==> src/rtl/ex_pkg.sv <==
`default_nettype none
// ----------------------------------------------------------------------------
// ex_pkg : opcode classes, sub-op codes, flag positions and FSM states
// Rev 1.0
// ----------------------------------------------------------------------------
package ex_pkg;

  localparam int unsigned c_dopc_inte  = 3;
  localparam int unsigned c_dopc_shift = 2;
  localparam int unsigned c_dopc_logic = 1;
  localparam int unsigned c_dopc_mul   = 0;

  localparam logic [3:0] c_cls_inte  = 4'b0001 << c_dopc_inte;
  localparam logic [3:0] c_cls_shift = 4'b0001 << c_dopc_shift;
  localparam logic [3:0] c_cls_logic = 4'b0001 << c_dopc_logic;
  localparam logic [3:0] c_cls_mul   = 4'b0001 << c_dopc_mul;

  localparam logic [2:0] c_opc_add = 3'd0;
  localparam logic [2:0] c_opc_sub = 3'd1;
  localparam logic [2:0] c_opc_cmp = 3'd2;
  localparam logic [2:0] c_opc_sll = 3'd0;
  localparam logic [2:0] c_opc_srl = 3'd1;
  localparam logic [2:0] c_opc_sra = 3'd2;
  localparam logic [2:0] c_opc_and = 3'd0;
  localparam logic [2:0] c_opc_or  = 3'd1;
  localparam logic [2:0] c_opc_xor = 3'd2;
  localparam logic [2:0] c_opc_mul = 3'd0;

  localparam int unsigned c_flag_z = 3;
  localparam int unsigned c_flag_n = 2;
  localparam int unsigned c_flag_c = 1;
  localparam int unsigned c_flag_v = 0;

  typedef enum logic [1:0] {
    IDLE = 2'd0,
    BUSY = 2'd1,
    DONE = 2'd2
  } state_e;

endpackage
`default_nettype wire

==> src/rtl/ex_mul_seq.sv <==
`default_nettype none
// ----------------------------------------------------------------------------
// ex_mul_seq : shift-add multiplier, one partial product per cycle
// Rev 1.0
// ----------------------------------------------------------------------------
module ex_mul_seq
  import ex_pkg::*;
#(
  parameter int WORD = 32
) (
  input  logic            clk,
  input  logic            rst,
  input  logic            start,
  input  logic [WORD-1:0] a,
  input  logic [WORD-1:0] b,
  output logic            busy,
  output logic            done,
  output logic [WORD-1:0] product
);

  localparam int W_CNT = $clog2(WORD);

  logic [WORD-1:0]  a_q, a_d, b_q, b_d, acc_q, acc_d;
  logic [W_CNT-1:0] cnt_q, cnt_d;
  logic             busy_q, busy_d;

  always_comb begin
    a_d    = a_q;
    b_d    = b_q;
    acc_d  = acc_q;
    cnt_d  = cnt_q;
    busy_d = busy_q;
    if (start) begin
      a_d    = a;
      b_d    = b;
      acc_d  = '0;
      cnt_d  = '0;
      busy_d = 1'b1;
    end else if (busy_q) begin
      if (b_q[cnt_q]) begin
        acc_d = acc_q + (a_q << cnt_q);
      end
      cnt_d = cnt_q + 1'b1;
      if (cnt_q == W_CNT'(WORD - 1)) begin
        busy_d = 1'b0;
      end
    end
  end

  always_ff @(posedge clk or negedge rst) begin
    if (!rst) begin
      a_q    <= '0;
      b_q    <= '0;
      acc_q  <= '0;
      cnt_q  <= '0;
      busy_q <= 1'b0;
    end else begin
      a_q    <= a_d;
      b_q    <= b_d;
      acc_q  <= acc_d;
      cnt_q  <= cnt_d;
      busy_q <= busy_d;
    end
  end

  // done marks the final step; product is complete on the following cycle
  assign busy    = busy_q;
  assign done    = busy_q && (cnt_q == W_CNT'(WORD - 1));
  assign product = acc_q;

endmodule
`default_nettype wire

==> src/rtl/ex_stage_mc.sv <==
`default_nettype none
// ----------------------------------------------------------------------------
// ex_stage_mc : execute stage, 1-cycle ALU plus iterative multiply, flags
// Rev 1.0
// ----------------------------------------------------------------------------
module ex_stage_mc
  import ex_pkg::*;
#(
  parameter int WORD    = 32,
  parameter int W_RD    = 5,
  parameter int W_ADDR  = 32,
  parameter int W_FLAGS = 4
) (
  input  logic               clk,
  input  logic               rst,
  input  logic               v_i,
  output logic               stall_o,
  input  logic [WORD-1:0]    src_i,
  input  logic [WORD-1:0]    dest_i,
  input  logic               wb_i,
  input  logic [W_RD-1:0]    rd_num_i,
  input  logic [3:0]         dopc_i,
  input  logic [2:0]         opc_i,
  input  logic [W_ADDR-1:0]  origaddr_i,
  input  logic               stall_i,
  output logic               v_o,
  output logic               wb_o,
  output logic [W_RD-1:0]    rd_num_o,
  output logic [WORD-1:0]    rd_data_o,
  output logic [W_ADDR-1:0]  origaddr_o,
  output logic [W_FLAGS-1:0] flags_o
);

  localparam int W_SH = $clog2(WORD);

  state_e             state_q, state_d;
  logic               v_q, v_d, wb_q, wb_d, mwb_q, mwb_d;
  logic [W_RD-1:0]    rd_num_q, rd_num_d, mrd_q, mrd_d;
  logic [WORD-1:0]    rd_data_q, rd_data_d;
  logic [W_ADDR-1:0]  origaddr_q, origaddr_d, maddr_q, maddr_d;
  logic [W_FLAGS-1:0] flags_q, flags_d;

  logic [WORD:0]      w_add, w_sub;
  logic [W_SH-1:0]    w_shamt;
  logic [WORD-1:0]    w_alu_res, w_mul_product;
  logic [W_FLAGS-1:0] w_alu_flags;
  logic               w_alu_wb, w_alu_zn, w_is_mul, w_load, w_accept;
  logic               w_mul_start, w_mul_busy, w_mul_done;

  // sub carry-out is the no-borrow flag
  assign w_add    = {1'b0, dest_i} + {1'b0, src_i};
  assign w_sub    = {1'b0, dest_i} + {1'b0, ~src_i} + {{WORD{1'b0}}, 1'b1};
  assign w_shamt  = src_i[W_SH-1:0];
  assign w_is_mul = (dopc_i == c_cls_mul) && (opc_i == c_opc_mul);

  assign w_load   = !v_q || !stall_i;
  assign stall_o  = (state_q != IDLE) || (v_q && stall_i);
  assign w_accept = v_i && !stall_o;

  always_comb begin
    w_alu_res   = '0;
    w_alu_flags = flags_q;
    w_alu_wb    = wb_i;
    w_alu_zn    = 1'b0;
    case (dopc_i)
      c_cls_inte: begin
        case (opc_i)
          c_opc_add: begin
            w_alu_res             = w_add[WORD-1:0];
            w_alu_flags[c_flag_c] = w_add[WORD];
            w_alu_flags[c_flag_v] = (dest_i[WORD-1] == src_i[WORD-1]) &&
                                    (w_add[WORD-1] != dest_i[WORD-1]);
            w_alu_zn              = 1'b1;
          end
          c_opc_sub, c_opc_cmp: begin
            w_alu_res             = w_sub[WORD-1:0];
            w_alu_flags[c_flag_c] = w_sub[WORD];
            w_alu_flags[c_flag_v] = (dest_i[WORD-1] != src_i[WORD-1]) &&
                                    (w_sub[WORD-1] != dest_i[WORD-1]);
            w_alu_zn              = 1'b1;
            w_alu_wb              = wb_i && (opc_i != c_opc_cmp);
          end
          default: ;
        endcase
      end
      c_cls_shift: begin
        case (opc_i)
          c_opc_sll: begin w_alu_res = dest_i << w_shamt; w_alu_zn = 1'b1; end
          c_opc_srl: begin w_alu_res = dest_i >> w_shamt; w_alu_zn = 1'b1; end
          c_opc_sra: begin w_alu_res = $unsigned($signed(dest_i) >>> w_shamt); w_alu_zn = 1'b1; end
          default: ;
        endcase
      end
      c_cls_logic: begin
        case (opc_i)
          c_opc_and: begin w_alu_res = dest_i & src_i; w_alu_zn = 1'b1; end
          c_opc_or:  begin w_alu_res = dest_i | src_i; w_alu_zn = 1'b1; end
          c_opc_xor: begin w_alu_res = dest_i ^ src_i; w_alu_zn = 1'b1; end
          default: ;
        endcase
      end
      default: ;
    endcase
    if (w_alu_zn) begin
      w_alu_flags[c_flag_z] = ~|w_alu_res;
      w_alu_flags[c_flag_n] = w_alu_res[WORD-1];
    end
  end

  always_comb begin
    state_d     = state_q;
    v_d         = v_q;
    wb_d        = wb_q;
    rd_num_d    = rd_num_q;
    rd_data_d   = rd_data_q;
    origaddr_d  = origaddr_q;
    flags_d     = flags_q;
    mwb_d       = mwb_q;
    mrd_d       = mrd_q;
    maddr_d     = maddr_q;
    w_mul_start = 1'b0;
    // a draining register with nothing new to write becomes a bubble
    if (w_load) begin
      v_d = 1'b0;
    end
    case (state_q)
      IDLE: begin
        if (w_accept && w_is_mul) begin
          w_mul_start = 1'b1;
          mwb_d       = wb_i;
          mrd_d       = rd_num_i;
          maddr_d     = origaddr_i;
          state_d     = BUSY;
        end else if (w_accept) begin
          v_d        = 1'b1;
          wb_d       = w_alu_wb;
          rd_num_d   = rd_num_i;
          rd_data_d  = w_alu_res;
          origaddr_d = origaddr_i;
          flags_d    = w_alu_flags;
        end
      end
      BUSY: begin
        if (w_mul_busy && w_mul_done) begin
          state_d = DONE;
        end
      end
      DONE: begin
        if (w_load) begin
          v_d               = 1'b1;
          wb_d              = mwb_q;
          rd_num_d          = mrd_q;
          rd_data_d         = w_mul_product;
          origaddr_d        = maddr_q;
          flags_d[c_flag_z] = ~|w_mul_product;
          flags_d[c_flag_n] = w_mul_product[WORD-1];
          state_d           = IDLE;
        end
      end
      default: state_d = IDLE;
    endcase
  end

  always_ff @(posedge clk or negedge rst) begin
    if (!rst) begin
      state_q    <= IDLE;
      v_q        <= 1'b0;
      wb_q       <= 1'b0;
      rd_num_q   <= '0;
      rd_data_q  <= '0;
      origaddr_q <= '0;
      flags_q    <= '0;
      mwb_q      <= 1'b0;
      mrd_q      <= '0;
      maddr_q    <= '0;
    end else begin
      state_q    <= state_d;
      v_q        <= v_d;
      wb_q       <= wb_d;
      rd_num_q   <= rd_num_d;
      rd_data_q  <= rd_data_d;
      origaddr_q <= origaddr_d;
      flags_q    <= flags_d;
      mwb_q      <= mwb_d;
      mrd_q      <= mrd_d;
      maddr_q    <= maddr_d;
    end
  end

  ex_mul_seq #(
    .WORD (WORD)
  ) u_mul (
    .clk     (clk),
    .rst     (rst),
    .start   (w_mul_start),
    .a       (dest_i),
    .b       (src_i),
    .busy    (w_mul_busy),
    .done    (w_mul_done),
    .product (w_mul_product)
  );

  assign v_o        = v_q;
  assign wb_o       = wb_q;
  assign rd_num_o   = rd_num_q;
  assign rd_data_o  = rd_data_q;
  assign origaddr_o = origaddr_q;
  assign flags_o    = flags_q;

endmodule
`default_nettype wire

==> config.mk <==
export PLATFORM = sky130hd
export DESIGN_NAME = ex_stage_mc
export DESIGN_NICKNAME = d
export VERILOG_FILES = /design/src/rtl/ex_pkg.sv /design/src/rtl/ex_mul_seq.sv /design/src/rtl/ex_stage_mc.sv
export SDC_FILE = /design/constraint.sdc
export NUM_CORES = 1
export LEC_CHECK = 0
export CELL_PAD_IN_SITES_DETAIL_PLACEMENT = 1
export CELL_PAD_IN_SITES_GLOBAL_PLACEMENT = 1
export CORE_MARGIN = 4
export CORE_UTILIZATION = 41
export DETAILED_ROUTE_END_ITERATION = 8
export GPL_TIMING_DRIVEN = 0
export PLACE_DENSITY = 0.82
export SYNTH_ARGS = -nofsm -noshare
export SYNTH_HDL_FRONTEND = slang
export SYNTH_SLANG_ARGS = --single-unit
==> constraint.sdc <==
create_clock -name clk -period 4.6 [get_ports clk]
set_input_delay 0.92 -clock clk [delete_from_list [all_inputs] [get_ports clk]]
set_output_delay 0.92 -clock clk [all_outputs]
set_load 0.01 [all_outputs]
==> Word level (Yosys, flattened, before mapping) <==
Cells that the tools add are included.
{ "word_totals": {"reg_bits": 217, "word_cells": 137, "out_inout_bits": 76, "inputBits": 113} }
{ "op_classes": {"mux": 52, "n_eq_ne": 20, "order_cmp": 1, "n_shift": 4, "n_bitwise": 5, "addsub": 5, "n_reduce_logical": 34} }
{ "op_table": {"columns": ["operator", "n"], "rows": [
  ["$mux W32", 9],
  ["$pmux W32 S3", 3],
  ["$pmux W32 S2", 3],
  ["$add A32 B32 Y33", 2],
  ["$reduce_or A32 Y1", 2],
  ["$shl A32 B5 Y32", 2],
  ["$add A33 B1 Y33 const B", 1],
  ["$add A32 B32 Y32", 1],
  ["$and A32 B32 Y32", 1],
  ["$not A32 Y32", 1],
  ["$or A32 B32 Y32", 1],
  ["$shr A32 B5 Y32", 1],
  ["$sshr A32 B5 Y32", 1],
  ["$xor A32 B32 Y32", 1],
  ["$mux W5", 5],
  ["$mux W1", 17],
  ["$mux W2", 6],
  ["$ne A2 B2 Y1 const B", 6],
  ["$pmux W5 S2", 1],
  ["$reduce_and A5 Y1", 2],
  ["$reduce_bool A2 Y1", 5],
  ["$logic_and A1 B1 Y1", 9],
  ["$mux W4", 2],
  ["$pmux W2 S2", 2],
  ["other kinds (27)", 37]
]} }

==> Longest topological paths before layout <==
{ "depth": {"ltp_word": 11, "ltp_mapped": 23, "ltp_nobuf": 19} }

==> By module <==
Synthesis repeated with hierarchy kept, for this count alone.
{ "hier_totals": {"hier_cells": 2630, "hier_area_um2": 22057.4} }
{ "by_module_without_submodules": {"columns": ["module", "instances", "cells_per_inst", "area_each_um2", "seq_area_each_um2"], "rows": [
  ["ex_stage_mc", 1, 1861, 14752.9, 2877.8],
  ["ex_mul_seq", 1, 769, 7304.5, 2552.4]
]} }

==> Least setup slack after synthesis <==
Ideal clock, no wire load.
{ "synth_path": {"path_type": "register to register", "startpoint": "register u_mul.cnt_q[0]", "endpoint": "register u_mul.acc_q[31], in the netlist u_mul.product[31]", "setup_slack_ns": -0.301, "setup_time_ns": 0.078, "n_path_buf": 3, "stages_incl_launch_ff": 20, "t_arrival_ns": 4.823, "required_time_ns": 4.522, "period_less_slack_ns": 4.901, "cell_sequence": "dfrtp_1 > buf_1 > clkbuf_1 > clkbuf_1 > mux2_2 > o21ai_0 > o21ai_0 > nor2_1 > ha_1 > and4_1 > and2_1 > a211o_1 > nand4_1 > nand3_1 > a21oi_1 > nand2_1 > a311oi_1 > xor2_1 > or3_1 > a21oi_1"} }
{ "synth_between": {"elab_chain_cells": 5, "elab_cells_between_ends": 9, "classes_between": "add/sub (1); shift (1); mux (5); reduce/logical (2)"} }
{ "synth_lines": {"columns": ["item", "line", "text"], "rows": [
  ["from (decl)", "ex_mul_seq.sv:24", "logic [W_CNT-1:0] cnt_q, cnt_d;"],
  ["from (signal assigned)", "ex_mul_seq.sv:61", "cnt_q <= cnt_d;"],
  ["$shl A32 B5 Y32", "ex_mul_seq.sv:41", "acc_d = acc_q + (a_q << cnt_q);"],
  ["$add A32 B32 Y32", "ex_mul_seq.sv:41", null],
  ["$mux W32", "ex_mul_seq.sv:40", "if (b_q[cnt_q]) begin"],
  ["$mux W32", "ex_mul_seq.sv:39", "end else if (busy_q) begin"],
  ["$mux W32", "ex_mul_seq.sv:33", "if (start) begin"],
  ["to (signal assigned)", "ex_mul_seq.sv:54", "acc_q <= '0;"],
  ["to (signal assigned)", "ex_mul_seq.sv:60", "acc_q <= acc_d;"],
  ["to (decl)", "ex_mul_seq.sv:23", "logic [WORD-1:0] a_q, a_d, b_q, b_d, acc_q, acc_d;"]
]} }
Several ways; a longest one is shown, not always the timed one. The select of a mux whose other input is x is not followed.
A chain may end at the register's enable or synchronous reset.

==> Final worst setup path <==
{ "layout_path": {"startpoint": "input port src_i[4]", "endpoint": "register flags_q[3], in the netlist flags_o[3]"} }
{ "layout_between": {"elab_chain_cells": 11, "elab_cells_between_ends": 20, "classes_between": "add/sub (3); shift (3); mux (8); bitwise (4); reduce/logical (2)"} }
{ "layout_lines": {"columns": ["item", "line", "text"], "rows": [
  ["from (decl)", "ex_stage_mc.sv:18", "input logic [WORD-1:0] src_i,"],
  ["$not A32 Y32", "ex_stage_mc.sv:52", "assign w_sub = {1'b0, dest_i} + {1'b0, ~src_i} + {{WORD{1'b0}}, 1'b1};"],
  ["$add A32 B32 Y33", "ex_stage_mc.sv:52", null],
  ["$add A33 B1 Y33", "ex_stage_mc.sv:52", null],
  ["$pmux W32 S2", "ex_stage_mc.sv:67", "case (opc_i)"],
  ["$pmux W32 S3 *", "ex_stage_mc.sv:65", "case (dopc_i)"],
  ["$reduce_or A32 Y1 *", "ex_stage_mc.sv:105", "w_alu_flags[c_flag_z] = ~|w_alu_res;"],
  ["$logic_not A1 Y1 *", "ex_stage_mc.sv:105", null],
  ["$mux W2 *", "ex_stage_mc.sv:104", "if (w_alu_zn) begin"],
  ["$mux W4 *", "ex_stage_mc.sv:134", "end else if (w_accept) begin"],
  ["$mux W4 *", "ex_stage_mc.sv:128", "if (w_accept && w_is_mul) begin"],
  ["$pmux W2 S2 *", "ex_stage_mc.sv:126", "case (state_q)"],
  ["to (signal assigned)", "ex_stage_mc.sv:183", "flags_q <= flags_d;"],
  ["to (decl)", "ex_stage_mc.sv:41", "logic [W_FLAGS-1:0] flags_q, flags_d;"]
]} }
Every way passes the cells marked *; elsewhere a longest branch is shown, timed or not. The select of a mux whose other input is x is not followed.

==> flow_summary_export.csv <==
group,metric,value,unit
run_status,status,"finished, violations left",
run_status,violations,"setup timing",
global_routing,grt_pass1_vias,25570,
drt,firstDrtPassIters,7,
cts,h-tree-depth,1,
drt,wl_per_cell,32.87,um
cts,hold_buffers,0,
power_and_ir_drop,powerDensity,422.3,mW/mm^2
cts,root_buffer,"clkbuf_16",
cts,clock_sinks,217,
final_layout,drive_above_1_share,15.30,%
cts,clock_latency,0.56,ns
sta,rsz0062_at_grt,"true",
critical_path,cp_slowest_cell,"nor4_1",
critical_path,critical_path_class,"input pin to register",
critical_path,critPathRequiredTime,5.08,ns
global_routing,grt.total_usage,40.55,%
yosys,synth_area,0.02215,sq mm
yosys,ys_types,105,
final_layout,fin_cells,3712,
sta,fin_crit_sh,100.7,%
final_layout,mostFrequentLayoutCell,"nand2_1",
placed_design,portBuffers,186,
drt,wl,122000,um
sta,hold_viol,0,
yosys,synth_edf_count,0,
final_layout,layout-area-overhead-vs-synth,22.51,%
placed_design,hpwlAfterDp,95850,um
critical_path,worst_path_dominant_cell_family,"simple AND/OR/NAND/NOR gates",
floorplanning,dieArea,0.05780,sq mm
critical_path,crit_path_frequent_cell,"buf_6",
placed_design,place.gp.congestion,1.074,
floorplanning,pin_count,189,
yosys,yosysWarningCount,0,
drt,viasPerCell,6.807,
drt,drtIter0Drc,2364,
floorplanning,core_area,0.05297,sq mm
placed_design,dp.cells,3612,
power_and_ir_drop,irDropWorstVdd,0.3140,mV
critical_path,path_buf_inv,5,
yosys,synth_nets,2980,
power_and_ir_drop,leakage,11.76,nW
critical_path,worst_setup_path_start_kind,"input pin",
sta,setup_viol,2,
floorplanning,die_h,240.4,um
sta,max_freq,0.2159,GHz
final_layout,layout_common_cells,"nand2_1 (409), o21ai_0 (222), nor2_1 (216)",
sta,fin_skew,0.01337,ns
job,cap_viol_max_count,0,
drt,drc_errors,0,
global_routing,grt_start_max_net_pins,117,
min_path,worstHoldPathType,"input pin to asynchronous set/reset pin",
critical_path,cp_max_fo,11,
critical_path,crit_path_cell_trace,"clkdlybuf4s15_1 > buf_6 > inv_1 > buf_6 > buf_6 > ha_1 > a21o_1 > a21oi_1 > nand3b_1 > a21oi_1 > xor2_1 > o211ai_1 > nor4_1 > nand4_1 > nor4_2 > nand4_1 > o31ai_2",
yosys,netlist_instances,2734,
yosys,ys.flop_type,"dfrtp_1",
yosys,ys_seq_area_share,24.52,%
critical_path,cp-end-kind,"register",
cts,clk_path_buf_depth,3,
sta,worst_pin_slew,1.090,ns
sta,max-slew-margin-rel,26.16,%
yosys,async_flop_share,100.0,%
floorplanning,die_x,240.4,um
global_routing,antenna_found_initial,6,
floorplanning,start_util,41.81,%
cts,numCtsBuffers,26,
yosys,postSynthAreaPerCell,8.101,sq um
sta,slew_viol_final,0,
sta,fin_crit,4.631,ns
drt,drt.antenna.violating_nets,0,
drt,route.vias.total,25270,
sta,worst_slack,-0.03123,ns
critical_path,worstPathArrival,5.11,ns
global_routing,grt_overflow,0,
yosys,synth_seq_cells,217,
global_routing,grt_pass1_wl,175300,um
cts,cts_tree,"built",
floorplanning,row_count,84,
critical_path,critPathMaxStageDelay,0.40,ns
cts,path_clk_slew,0.06,ns
final_layout,final_nets,3246,
placed_design,place_ws,-3.113,ns
power by group:
group / internal (W) / switching [W] / leakage (nW)
logic: 0.00273 / 0.00393 / 8.54
registers: 0.00219 / 0.000435 / 2.78
clock network: 0.00128 / 0.000896 / 0.438
registers in the layout, summed over array words and instances, names as in the netlist:
| name | count |
|---|---|
| maddr_q | 32 |
| mrd_q | 5 |
| u_mul.product | 32 |
| u_mul.b_q | 32 |
| state_q | 2 |
| rd_num_o | 5 |
| u_mul.cnt_q | 5 |
| rd_data_o | 32 |
| flags_o | 4 |
| v_o | 1 |
| u_mul.busy | 1 |
| mwb_q | 1 |
| u_mul.a_q | 32 |
| wb_o | 1 |
| origaddr_o | 32 |
cells in the mapped netlist (10+ instances only):
library cell | n | area (sq um)
o31ai_1 | 20 | 150.1
a21o_1 | 36 | 270.3
and2_1 | 13 | 81.33
a221oi_1 | 10 | 87.58
nand4_1 | 21 | 131.4
a211oi_1 | 40 | 300.3
a31oi_1 | 16 | 100.1
xnor2_1 | 29 | 254.0
nand2b_1 | 27 | 168.9
a2bb2oi_1 | 11 | 96.34
ha_1 | 130 | 1627
o21a_1 | 11 | 82.58
nor4_1 | 18 | 112.6
nand2_1 | 411 | 1543
mux2_2 | 41 | 461.7
buf_1 | 18 | 67.56
nor2b_1 | 28 | 175.2
inv_1 | 111 | 416.7
and3_1 | 19 | 118.9
a21oi_1 | 176 | 880.8
nor3_1 | 55 | 275.3
clkbuf_1 | 135 | 506.7
o21ai_0 | 234 | 1171
mux2i_1 | 175 | 1752
nor2_1 | 221 | 829.6
dfrtp_1 | 217 | 5430
buf_4 | 10 | 75.07
o21bai_1 | 18 | 135.1
buf_6 | 13 | 146.4
or3_1 | 13 | 81.33
buf_2 | 26 | 130.1
o22ai_1 | 57 | 356.6
mux4_2 | 72 | 1622
nand3_1 | 54 | 270.3
a221o_1 | 13 | 130.1
o211ai_1 | 23 | 172.7
a211o_1 | 12 | 105.1
per-layer routing:
layer | share of wire (%) | GRT usage, % | up-vias
met5 | 0.036 | 0 | -
met4 | 8.0 | 24.31 | 6
met3 | 8.7 | 7.731 | 478
met2 | 46 | 66.14 | 1482
met1 | 38 | 49.92 | 12760
li1 | - | - | 10540
cells by family (layout without fill, tap and decap cells):
logic type | Yosys count | after routing | share of synthesized area, %
AND/OR/NAND/NOR | 923 | 923 | 18.74
other | 0 | 5 | 0
AO/OA/AOI/OAI | 810 | 810 | 23.71
buffers and inverters | 323 | 608 | 6.412
multiplexers | 290 | 290 | 17.50
adder cells (fa/ha/maj) | 133 | 133 | 7.615
flip-flops | 217 | 217 | 24.52
XOR/XNOR | 38 | 38 | 1.503
area by class of cell:
cell class | instances | area, sq um
Fill cell | 6354 | 25840
Multi-Input combinational cell | 2194 | 15980
Sequential cell | 217 | 5434
Timing Repair Buffer | 248 | 2360
Buffer | 196 | 1149
Tap cell | 688 | 860.8
Clock buffer | 35 | 724.4
Inverter | 117 | 461.7
Clock inverter | 12 | 156.4
Antenna cell | 5 | 12.51
worst reg2reg max path, stage by stage (launching register included):
cell	delay (ns)
dfrtp_2	0.46
buf_12	0.15
clkinvlp_4	0.14
clkbuf_4	0.24
nor2_1	0.08
a21oi_1	0.23
nand2_1	0.11
nand2_1	0.12
mux2i_2	0.10
nor2_1	0.27
ha_1	0.32
a21oi_1	0.17
o22ai_1	0.10
o31a_1	0.27
o21ai_1	0.15
nand3_1	0.14
a21oi_2	0.24
nand2_2	0.09
a311oi_2	0.31
xor2_1	0.10
buf_4	0.17
or3_1	0.33
a21oi_2	0.13
worst paths after layout:
path                                startpoint                 to  slack (ns)  depth (start not counted)
worst max-delay path                  src_i[4]         flags_o[3]       -0.03                         17
worst min-delay path                       rst  u_mul.product[28]        0.43                          1
worst max register to register  u_mul.cnt_q[0]  u_mul.product[31]        0.11                         22
worst min register to register        mrd_q[2]           mrd_q[2]        0.47                          2
max in group asynchronous                  rst        rd_num_o[0]        3.09                          2
min in group clk                      mrd_q[2]           mrd_q[2]        0.47                          2
stage by stage:
| stage | utilization, % | total power [W] | instance area [sq um] | setup TNS [ns] | hold slack [ns] |
|---|---|---|---|---|---|
| 2_1_floorplan | - | 0.006375 | 22160 | -0.009213 | 0.4385 |
| 3_3_place_gp | 46.98 | 0.008190 | 24890 | -1690.13 | 0.4497 |
| 3_5_place_dp | 47.14 | 0.008428 | 24970 | -216.62 | 0.4580 |
| 4_1_cts | 50.25 | 0.01100 | 26620 | -0.07038 | 0.4472 |
| 5_1_grt | 51.20 | 0.01204 | 27120 | -0.1747 | 0.4886 |
| 6_report | 51.22 | 0.01146 | 27130 | -0.04844 | 0.4323 |
timing repair:
action                                  in CTS  in global routing
endpoints found under the setup margin     177                126
setup buffers                               27                 31
gates resized for setup                    185                136
pin swaps                                   26                 24
(Power assumes the default switching activity.)
